`src/rtl/ps2_pkg.sv`:
```
// Shared PS/2 types and constants: transmitter state encoding, keyboard command/response bytes.
package ps2_pkg;

    typedef enum logic [2:0] {
        StIdle,
        StInhibit,
        StRts,
        StShift,
        StAck,
        StWaitIdle
    } ps2_tx_state_t;

    localparam logic [7:0] PS2_CMD_SET_LEDS = 8'hED;
    localparam logic [7:0] PS2_CMD_ECHO     = 8'hEE;
    localparam logic [7:0] PS2_CMD_ENABLE   = 8'hF4;
    localparam logic [7:0] PS2_CMD_RESET    = 8'hFF;

    localparam logic [7:0] PS2_RSP_ACK      = 8'hFA;
    localparam logic [7:0] PS2_RSP_RESEND   = 8'hFE;

    function automatic logic ps2_odd_parity(input logic [7:0] b);
        return ~^b;
    endfunction

endpackage

```
`src/rtl/ps2_line_sync.sv`:
```
// Synchroniser for the raw PS/2 clock/data lines plus falling-edge detect on each.
// SYNC_STAGES must be at least 2; flops reset to the idle (high) line level.
module ps2_line_sync #(
    parameter int unsigned SYNC_STAGES = 2
) (
    input  logic clk,
    input  logic rst,
    input  logic clk_raw,
    input  logic data_raw,
    output logic clk_sync,
    output logic data_sync,
    output logic clk_fe,
    output logic data_fe
);

    logic [SYNC_STAGES-1:0] clk_ff;
    logic [SYNC_STAGES-1:0] data_ff;
    logic                   clk_prev;
    logic                   data_prev;

    always_ff @(posedge clk) begin
        if (rst) begin
            clk_ff    <= '1;
            data_ff   <= '1;
            clk_prev  <= 1'b1;
            data_prev <= 1'b1;
        end else begin
            clk_ff    <= {clk_ff[SYNC_STAGES-2:0], clk_raw};
            data_ff   <= {data_ff[SYNC_STAGES-2:0], data_raw};
            clk_prev  <= clk_sync;
            data_prev <= data_sync;
        end
    end

    assign clk_sync  = clk_ff[SYNC_STAGES-1];
    assign data_sync = data_ff[SYNC_STAGES-1];
    assign clk_fe    = clk_prev & ~clk_sync;
    assign data_fe   = data_prev & ~data_sync;

endmodule

```
`src/rtl/ps2_host_tx.sv`:
```
// Host-to-device PS/2 transmitter: request-to-send inhibit, device-clocked shift-out, ACK check.
// Define PS2_TX_RETRY_EN to retry a NACKed or timed-out frame once before reporting tx_error.
module ps2_host_tx
    import ps2_pkg::*;
#(
    parameter int unsigned INHIBIT_CYCLES = 6000,
    parameter int unsigned TIMEOUT_CYCLES = 1000000,
    parameter int unsigned SYNC_STAGES    = 2
) (
    input  logic       clk,
    input  logic       rst,
    input  logic [7:0] tx_byte,
    input  logic       tx_valid,
    output logic       tx_ready,
    output logic       tx_done,
    output logic       tx_error,
    output logic       rx_inhibit,
    input  logic       ps2_clk_in,
    input  logic       ps2_data_in,
    output logic       ps2_clk_oe,
    output logic       ps2_data_oe
);

    localparam int unsigned TimerMax = (INHIBIT_CYCLES > TIMEOUT_CYCLES) ?
                                       INHIBIT_CYCLES : TIMEOUT_CYCLES;
    localparam int unsigned TimerW   = $clog2(TimerMax + 1);
    // RTS supplies the last clock-low cycle, so INHIBIT itself lasts one cycle less.
    localparam logic [TimerW-1:0] InhibitLoad = TimerW'(INHIBIT_CYCLES - 2);
    localparam logic [TimerW-1:0] TimeoutLoad = TimerW'(TIMEOUT_CYCLES - 1);

    ps2_tx_state_t     state;
    logic [9:0]        frame;
    logic [3:0]        fe_cnt;
    logic [TimerW-1:0] timer;
    logic              ack_ok;
`ifdef PS2_TX_RETRY_EN
    logic              retried;
`endif

    logic clk_sync;
    logic data_sync;
    logic clk_fe;
    logic unused_data_fe;

    ps2_line_sync #(
        .SYNC_STAGES (SYNC_STAGES)
    ) u_sync (
        .clk       (clk),
        .rst       (rst),
        .clk_raw   (ps2_clk_in),
        .data_raw  (ps2_data_in),
        .clk_sync  (clk_sync),
        .data_sync (data_sync),
        .clk_fe    (clk_fe),
        .data_fe   (unused_data_fe)
    );

    logic timeout;
    logic frame_end;
    logic frame_ok;

    always_comb begin
        timeout   = (state inside {StShift, StAck, StWaitIdle}) && (timer == '0);
        frame_end = timeout || (state == StWaitIdle && clk_sync && data_sync);
        frame_ok  = !timeout && ack_ok;
    end

    always_ff @(posedge clk) begin
        if (rst) begin
            state       <= StIdle;
            frame       <= '0;
            fe_cnt      <= '0;
            timer       <= '0;
            ack_ok      <= 1'b0;
            tx_ready    <= 1'b1;
            tx_done     <= 1'b0;
            tx_error    <= 1'b0;
            rx_inhibit  <= 1'b0;
            ps2_clk_oe  <= 1'b0;
            ps2_data_oe <= 1'b0;
`ifdef PS2_TX_RETRY_EN
            retried     <= 1'b0;
`endif
        end else begin
            tx_done  <= 1'b0;
            tx_error <= 1'b0;
            if (frame_end) begin
                ps2_clk_oe  <= 1'b0;
                ps2_data_oe <= 1'b0;
                if (frame_ok) begin
                    tx_done    <= 1'b1;
                    tx_ready   <= 1'b1;
                    rx_inhibit <= 1'b0;
                    state      <= StIdle;
`ifdef PS2_TX_RETRY_EN
                end else if (!retried) begin
                    retried    <= 1'b1;
                    ps2_clk_oe <= 1'b1;
                    timer      <= InhibitLoad;
                    state      <= StInhibit;
`endif
                end else begin
                    tx_error   <= 1'b1;
                    tx_ready   <= 1'b1;
                    rx_inhibit <= 1'b0;
                    state      <= StIdle;
                end
            end else begin
                unique case (state)
                    StIdle: begin
                        if (tx_valid) begin
                            frame       <= {1'b1, ps2_odd_parity(tx_byte), tx_byte};
                            ps2_clk_oe  <= 1'b1;
                            ps2_data_oe <= 1'b0;
                            tx_ready    <= 1'b0;
                            rx_inhibit  <= 1'b1;
                            timer       <= InhibitLoad;
                            state       <= StInhibit;
`ifdef PS2_TX_RETRY_EN
                            retried     <= 1'b0;
`endif
                        end
                    end
                    StInhibit: begin
                        if (timer == '0) begin
                            ps2_data_oe <= 1'b1;
                            state       <= StRts;
                        end else begin
                            timer <= timer - TimerW'(1);
                        end
                    end
                    StRts: begin
                        ps2_clk_oe <= 1'b0;
                        fe_cnt     <= '0;
                        ack_ok     <= 1'b0;
                        timer      <= TimeoutLoad;
                        state      <= StShift;
                    end
                    StShift: begin
                        timer <= timer - TimerW'(1);
                        if (clk_fe) begin
                            // frame[9] is the stop bit (1), which releases the line.
                            ps2_data_oe <= ~frame[fe_cnt];
                            fe_cnt      <= fe_cnt + 4'd1;
                            if (fe_cnt == 4'd9) begin
                                state <= StAck;
                            end
                        end
                    end
                    StAck: begin
                        timer <= timer - TimerW'(1);
                        if (clk_fe) begin
                            ack_ok <= ~data_sync;
                            state  <= StWaitIdle;
                        end
                    end
                    StWaitIdle: begin
                        timer <= timer - TimerW'(1);
                    end
                    default: begin
                        state <= StIdle;
                    end
                endcase
            end
        end
    end

endmodule

```
`config.mk`:
```
export PLATFORM = sky130hd
export DESIGN_NAME = ps2_host_tx
export DESIGN_NICKNAME = d
export VERILOG_FILES = /design/src/rtl/ps2_pkg.sv /design/src/rtl/ps2_line_sync.sv /design/src/rtl/ps2_host_tx.sv
export SDC_FILE = /design/constraint.sdc
export NUM_CORES = 1
export LEC_CHECK = 0
export ABC_AREA = 1
export CORE_UTILIZATION = 65
export CTS_BUF_LIST = sky130_fd_sc_hd__clkbuf_4 sky130_fd_sc_hd__clkbuf_8
export DETAILED_ROUTE_END_ITERATION = 16
export GPL_ROUTABILITY_DRIVEN = 0
export PLACE_DENSITY = 0.95
export SLEW_MARGIN = 0
export SYNTH_ARGS = -nofsm -noshare
export SYNTH_HDL_FRONTEND = slang
export SYNTH_SLANG_ARGS = --single-unit
export TNS_END_PERCENT = 20
```
`constraint.sdc`:
```
create_clock -name clk -period 2.6 [get_ports clk]
set_clock_uncertainty 0.15 [all_clocks]
set_input_delay 0.26 -clock clk [delete_from_list [all_inputs] [get_ports clk]]
set_output_delay 0.26 -clock clk [all_outputs]
set_load 0.05 [all_outputs]
```
==> metrics.md, run 1 <==
| Metric | Value |
|---|---|
| Clock transition at path regs | `0.09 ns` |
| Total Die Area | `4550 sq um` |
| Final Util | `76.4%` |
| Post-synth top cells | `nand2_1, nor2_1, dfxtp_1` |
| Number of remaining DRC errors | `0` |
| Global route total overflow | `0` |
| Async SR Flop Fraction | `0%` |
| Hold crit path type | `reg -> reg` |
| Crit path launch type | `flop` |
| Layout fillers | `318` |
| XOR/XNOR Fraction of Synth Area | `4.72%` |
| Final hold slack | `0.266 ns` |
| Post-placement cell area | `2980 sq um` |
| Clock root buffer | `clkbuf_8` |
| Slew @ Worst Pin | `0.580 ns` |
| Depth of the most critical reg-to-reg path | `9` |
| Worst Path Arrival | `2.09 ns` |
| Max_cap viols | `0` |
| Dominant synthesized flop cell | `dfxtp_1` |
| CTS buffer count | `5` |
| Largest net degree at the start of global routing | `25` |
| WHS Path Cells | `1` |
| Routed Antenna Nets | `0` |
| Largest family of logic cells by synthesized area | `simple AND/OR/NAND/NOR gates` |
| Hold-fix buffers, CTS | `0` |
| Max Clock Freq | `0.493 GHz` |
| Total negative slack | `0 ns` |
| # port buffers | `18` |
| Power density over cell area | `1180 nW/um^2` |
| Leakage | `1.36 nW` |
| Clock Latency Late Sink | `0.30 ns` |
| Synth warn | `0` |
| Initial drt markers | `169` |
| Row count | `23` |
| CP dominant cell by count | `nand2_1` |
| Starting density of the core | `68.6%` |
| Crit Path Class | `reg -> reg` |
| RSZ-0062 raised after global routing | `false` |
| Most common cell in the netlist | `nand2_1` |
| Total wire length | `5990 um` |
| Max transition margin | `61.2%` |
| Synth Area in Compound Gates | `11.2%` |
| CTS Buffer Depth | `2` |
| Final-report hold violation count | `0` |
| Simple-gate area share of the yosys netlist | `38.2%` |
| Design area | `3100 sq um` |
| Worst path max stage delay | `0.48 ns` |
| Synthesized area per cell | `6.52 sq um` |
| Post-Place Worst Slack | `0.477 ns` |
| CTS sink cnt | `49` |
| Crit path required time | `2.66 ns` |
| Number of synthesized register bits | `49` |
| Number of synthesized flops with an enable pin | `0` |
| Crit Path Max Fanout | `18` |
| Final min period | `2.03 ns` |
| Synth Cell Area | `2790 sq um` |
| Status | `completed` |
| FF-to-FF setup slack | `0.57 ns` |
| Drt wl/cell | `12.1 um` |
| Mapped Cells | `427` |
| Mux share of post-synthesis cell area | `0%` |
| Die width | `67.5 um` |
| Via Count | `2,681` |
| DP HPWL | `4280 um` |
| First-pass GRT wire length | `10,100 um` |
| Max-slew violations | `0` |
| Peak supply drop | `0.886 mV` |
| Post-CTS sizing | `0` |
| Gr usage total | `29.3%` |
| Synth area leader | `dfxtp_1` |
| Die H | `67.5 um` |
| Drt pass-1 iters | `4` |
| Final setup margin | `0.570 ns` |
| Crit. Startpoint | `state[1]` |
| Post-Synth Adder-Cell Area | `1.80%` |
| Number of global-route vias before repair | `2,454` |
| Core region area | `4060 sq um` |
| Layout area overhead | `11.4%` |
| Synth top area cells | `dfxtp_1, nand2_1, nor2_1, nand3_1, inv_1` |
| # diodes | `0` |
| Top Ports | `19` |
| Mapped Nets | `444` |
| HP Start | `u_sync.clk_ff[0]` |
| Post-CTS Setup Bufs | `0` |
| H-tree depth | `2` |
| CP Cell Sequence | `inv_1, nand2_2, nand2_1, nand4_1, nand2_1, nor2_4, nand2_1, nor2_1, nor2_1` |
| Worst setup EP type | `flop` |
| Nets | `460` |
| Initial antenna violation count | `0` |
| DR vias/cell | `5.43` |
| Netlist cell types | `31` |
| Layout cells sized above 1 | `7.66%` |
| Worst R2R Start | `state[1]` |
| Slowest CP cell | `dfxtp_1` |
| Final setup vio count | `0` |
| CTS tree | `done` |
| Synth top area share | `35.2%` |
| Seq/Total Area, Yosys | `35.2%` |
| Final worst-path cycle share | `78.1%` |
through the flow:
| step | power [mW] | std cells |
|---|---|---|
| after floorplan | 2.71 | 427 |
| after global placement | 3.01 | 486 |
| after detailed placement | 3.08 | 486 |
| after CTS | 3.66 | 494 |
| after global routing | 3.97 | 494 |
| final | 3.67 | 494 |
final timing paths:
| check | to |
|---|---|
| worst min-delay path | u_sync.clk_ff[1] |
| worst max register to register | timer[8] |
| worst max-delay path | timer[8] |
| worst min register to register | u_sync.clk_ff[1] |
layout by cell type, fill, tap and decap left out, drive strengths merged:
master	instances
xor2	8
and2	1
nand4	8
ha	4
nor3	5
o21bai	2
dfxtp	49
nand2	118
buf	3
clkinv	1
nor2	68
o21ai	21
o211ai	1
bufinv	1
clkbuf	7
a21oi	34
inv	46
xnor2	7
nand3	35
clkdlybuf4s50	18
o21a	1
or2	6
layer usage:
metal | global-route usage, % | part of all wire (%) | vias up
met5 | 0 | 0 | -
met4 | 12.8 | 2.2 | 0
met3 | 4.56 | 3.7 | 14
met2 | 54.2 | 50 | 58
met1 | 32.4 | 44 | 1223
li1 | - | - | 1386
flip-flops by register name, summed over array words and instances, names as in the netlist:
signal / flops
ps2_clk_oe: 1
rx_inhibit: 1
u_sync.clk_ff: 2
tx_ready: 1
state: 3
tx_error: 1
tx_done: 1
ack_ok: 1
fe_cnt: 4
u_sync.data_ff: 2
frame: 10
u_sync.clk_prev: 1
timer: 20
ps2_data_oe: 1
worst max-delay path, delay by kind of cell, from the launching register on:
family / cells / cell delay, ns
buf+inv: 1 / 0.13
flops: 1 / 0.48
simple gates: 8 / 1.17
cell families (layout without fill, tap and decap cells):
logic type	count (synthesis)	count (layout)
XOR/XNOR	15	15
adder cells (fa/ha/maj)	4	4
AO/OA/AOI/OAI	59	59
AND/OR/NAND/NOR	241	241
buffers and inverters	59	76
flip-flops	49	49
power breakdown:
group          internal [mW]  total, mW  switching (mW)
Sequential             0.964       1.17           0.207
Combinational          0.637       1.93            1.29
Clock                  0.324      0.572           0.248
Total                   1.93       3.67            1.74
layout make-up:
cell class                 instances  area [sq um]  share of cell area [%]
multi-input combinational        319          1560                    50.3
sequential                        49           981                    31.6
timing repair buffer              21           203                    6.53
inverter                          47           176                    5.69
clock buffer                       7          90.1                    2.90
tap                               50          62.6                    2.02
clock inverter                     1          30.0                   0.968
(Power assumes the default switching activity.)
==> run 2, diff against run 1 <==
- CORE_UTILIZATION: 65 -> 61
- PLACE_DENSITY: 0.95 -> 0.94
- clock period: 2.6 -> 1.87 ns (I/O delays scaled with it)
==> metrics.md, run 2 (synthesis results as in run 1) <==
| Metric | Value |
|---|---|
| Crit path launch type | `flop` |
| Via Count | `3,067 (+14%)` |
| Nets | `485 (+5.4%)` |
| Placed cell count | `505 (+3.9%)` |
| Status | `finished, violations left` |
| CP Cell Sequence | `nor2_1, nand2_1, nor2_4, nand3_4, nor2_4, buf_4, nor2_2, nor3_1` |
| Core region area | `4380 sq um (+8.0%)` |
| Gr usage total | `28.4% (-0.89 points)` |
| CP dominant cell by count | `nor2_4` |
| Total wire length | `7780 um (+30%)` |
| Clock root buffer | `clkbuf_8` |
| Clock transition at path regs | `0.09 ns (about the same)` |
| Layout cells sized above 1 | `18.2% (+11 points)` |
| CTS Buffer Depth | `2 (unchanged)` |
| First-pass GRT wire length | `11,000 um (+9.8%)` |
| Number of remaining DRC errors | `0 (unchanged)` |
| Hold crit path type | `reg -> reg` |
| CTS tree | `done` |
| Power density over cell area | `1720 nW/um^2 (+45%)` |
| CTS buffer count | `5 (unchanged)` |
| Die H | `69.6 um (+3.1%)` |
| Final setup margin | `-0.0112 ns (-0.581 ns)` |
| Max-slew violations | `0 (unchanged)` |
| Final setup vio count | `1 (+1)` |
| Layout area overhead | `22.3%` |
| Initial antenna violation count | `0 (unchanged)` |
| Drt pass-1 iters | `8 (+4)` |
| Total Die Area | `4840 sq um (+6.4%)` |
| Largest net degree at the start of global routing | `20 (-20%)` |
| FF-to-FF setup slack | `-0.01 ns (-0.58 ns)` |
| Failing checks | `negative setup slack` |
| Die width | `69.6 um (+3.1%)` |
| Starting density of the core | `63.5% (-5.1 points)` |
| Final min period | `1.88 ns (-0.149 ns)` |
| Final worst-path cycle share | `101% (+23 points)` |
| DP HPWL | `4870 um (+14%)` |
| Drt wl/cell | `15.0 um (+24%)` |
| Clock Latency Late Sink | `0.31 ns (about the same)` |
| Most frequent cells in the layout | `nand2_1, nor2_1, dfxtp_1, inv_1, nand3_1` |
| Worst path max stage delay | `0.36 ns (-0.12 ns)` |
| DR vias/cell | `5.90 (+8.7%)` |
| Overall Power | `5.86 mW (+60%)` |
| Peak supply drop | `1.29 mV (+46%)` |
| Layout fillers | `282 (-11%)` |
| Max Clock Freq | `0.532 GHz (+7.9%)` |
| Slowest CP cell | `dfxtp_1` |
| Max_cap viols | `0 (unchanged)` |
| Max transition margin | `59.6% (-1.6 points)` |
| Post-Place Worst Slack | `-0.0448 ns (-0.522 ns)` |
| Leading registers by flop count | `timer (20), frame (10), fe_cnt (4)` |
| # diodes | `0 (unchanged)` |
| Largest Register | `timer` |
| Max FFs per register | `20 (unchanged)` |
| Number of global-route vias before repair | `2,583 (+5.3%)` |
| WHS Path Cells | `1 (unchanged)` |
| Final-report hold violation count | `0 (unchanged)` |
| Global route total overflow | `0 (unchanged)` |
| Crit path required time | `1.91 ns (-0.75 ns)` |
| Total negative slack | `-0.0112 ns (-0.0112 ns)` |
| Crit Path Max Fanout | `5 (-13)` |
| Depth of the most critical reg-to-reg path | `8 (-1)` |
| Leakage | `1.49 nW (+9.7%)` |
| Final cell count without fillers | `520 (+5.3%)` |
| Slew @ Worst Pin | `0.605 ns (+0.0244 ns)` |
| Crit Path Class | `reg -> reg` |
| CTS sink cnt | `49 (unchanged)` |
| Routed Antenna Nets | `0 (unchanged)` |
| Initial drt markers | `356 (+110%)` |
| Row count | `24 (+4.3%)` |
| Worst Path Arrival | `1.92 ns (-0.17 ns)` |
| # port buffers | `18 (unchanged)` |
| Worst setup EP type | `flop` |
| Commonest non-fill, non-tap cell in the layout | `nand2_1` |
| H-tree depth | `2 (unchanged)` |
| Top Ports | `19 (unchanged)` |
==> run 2: cell types whose count changed in the layout (fill, tap and decap cells not counted), sizes merged <==
cell / previous run / this run
nor2: 68 / 69
clkinv: 1 / 2
nand2: 118 / 120
clkbuf: 7 / 5
buf: 3 / 25
==> run 2: per-layer routing <==
layer | GRT usage (%) | share of wire [%] | vias up | wire length (um)
li1 | - | - | 1435 | -
met1 | 33.2 | 38 | 1402 | 2980
met2 | 52.1 | 50 | 176 | 3870
met3 | 3.34 | 7.1 | 54 | 551
met4 | 11.3 | 4.9 | 0 | 385
met5 | 0 | 0 | - | 0
==> run 2: report_power, final <==
part	total [mW]	switching, mW	internal (mW)
clock	0.738	0.349	0.389
combinational	3.47	2.21	1.26
sequential	1.65	0.297	1.35
==> run 2: cell type report <==
| class | count | area, sq um | area share, % |
|---|---|---|---|
| well taps | 52 | 65.1 | 1.91 |
| multi-input cells | 322 | 1690 | 49.7 |
| flip-flops and latches | 49 | 988 | 29.0 |
| clock inverters | 2 | 35.0 | 1.03 |
| repair buffers | 43 | 380 | 11.2 |
| inverters | 47 | 176 | 5.18 |
| clock buffers | 5 | 68.8 | 2.02 |
==> run 2: final timing paths <==
path | end | from
worst max-delay path | tx_error | timer[16]
worst min-delay path | u_sync.data_ff[1] | u_sync.data_ff[0]
worst max register to register | tx_error | timer[16]
worst min register to register | u_sync.data_ff[1] | u_sync.data_ff[0]
==> run 2: per-stage QoR <==
step	hold slack (ns)	cell area, sq um	util [%]
floorplan	0.141	2790	-
global placement	0.241	3120	71.3
detailed placement	0.248	3120	71.3
CTS	0.268	3230	73.7
global route	0.280	3410	77.7
finish	0.270	3410	77.7
==> run 2: timing repair <==
action / in CTS / in global routing
resized for setup: 1 / 34
gates cloned: 0 / 3
hold buffers: 0 / 0
pin swaps: 0 / 9
endpoints found under the setup margin: 1 / 30
setup buffers: 0 / 5
==> run 2: worst max-delay path, delay by kind of cell, from the launching register on <==
family	cells	cell delay, ns
flops	1	0.36
simple gates	7	1.13
buf+inv	1	0.14
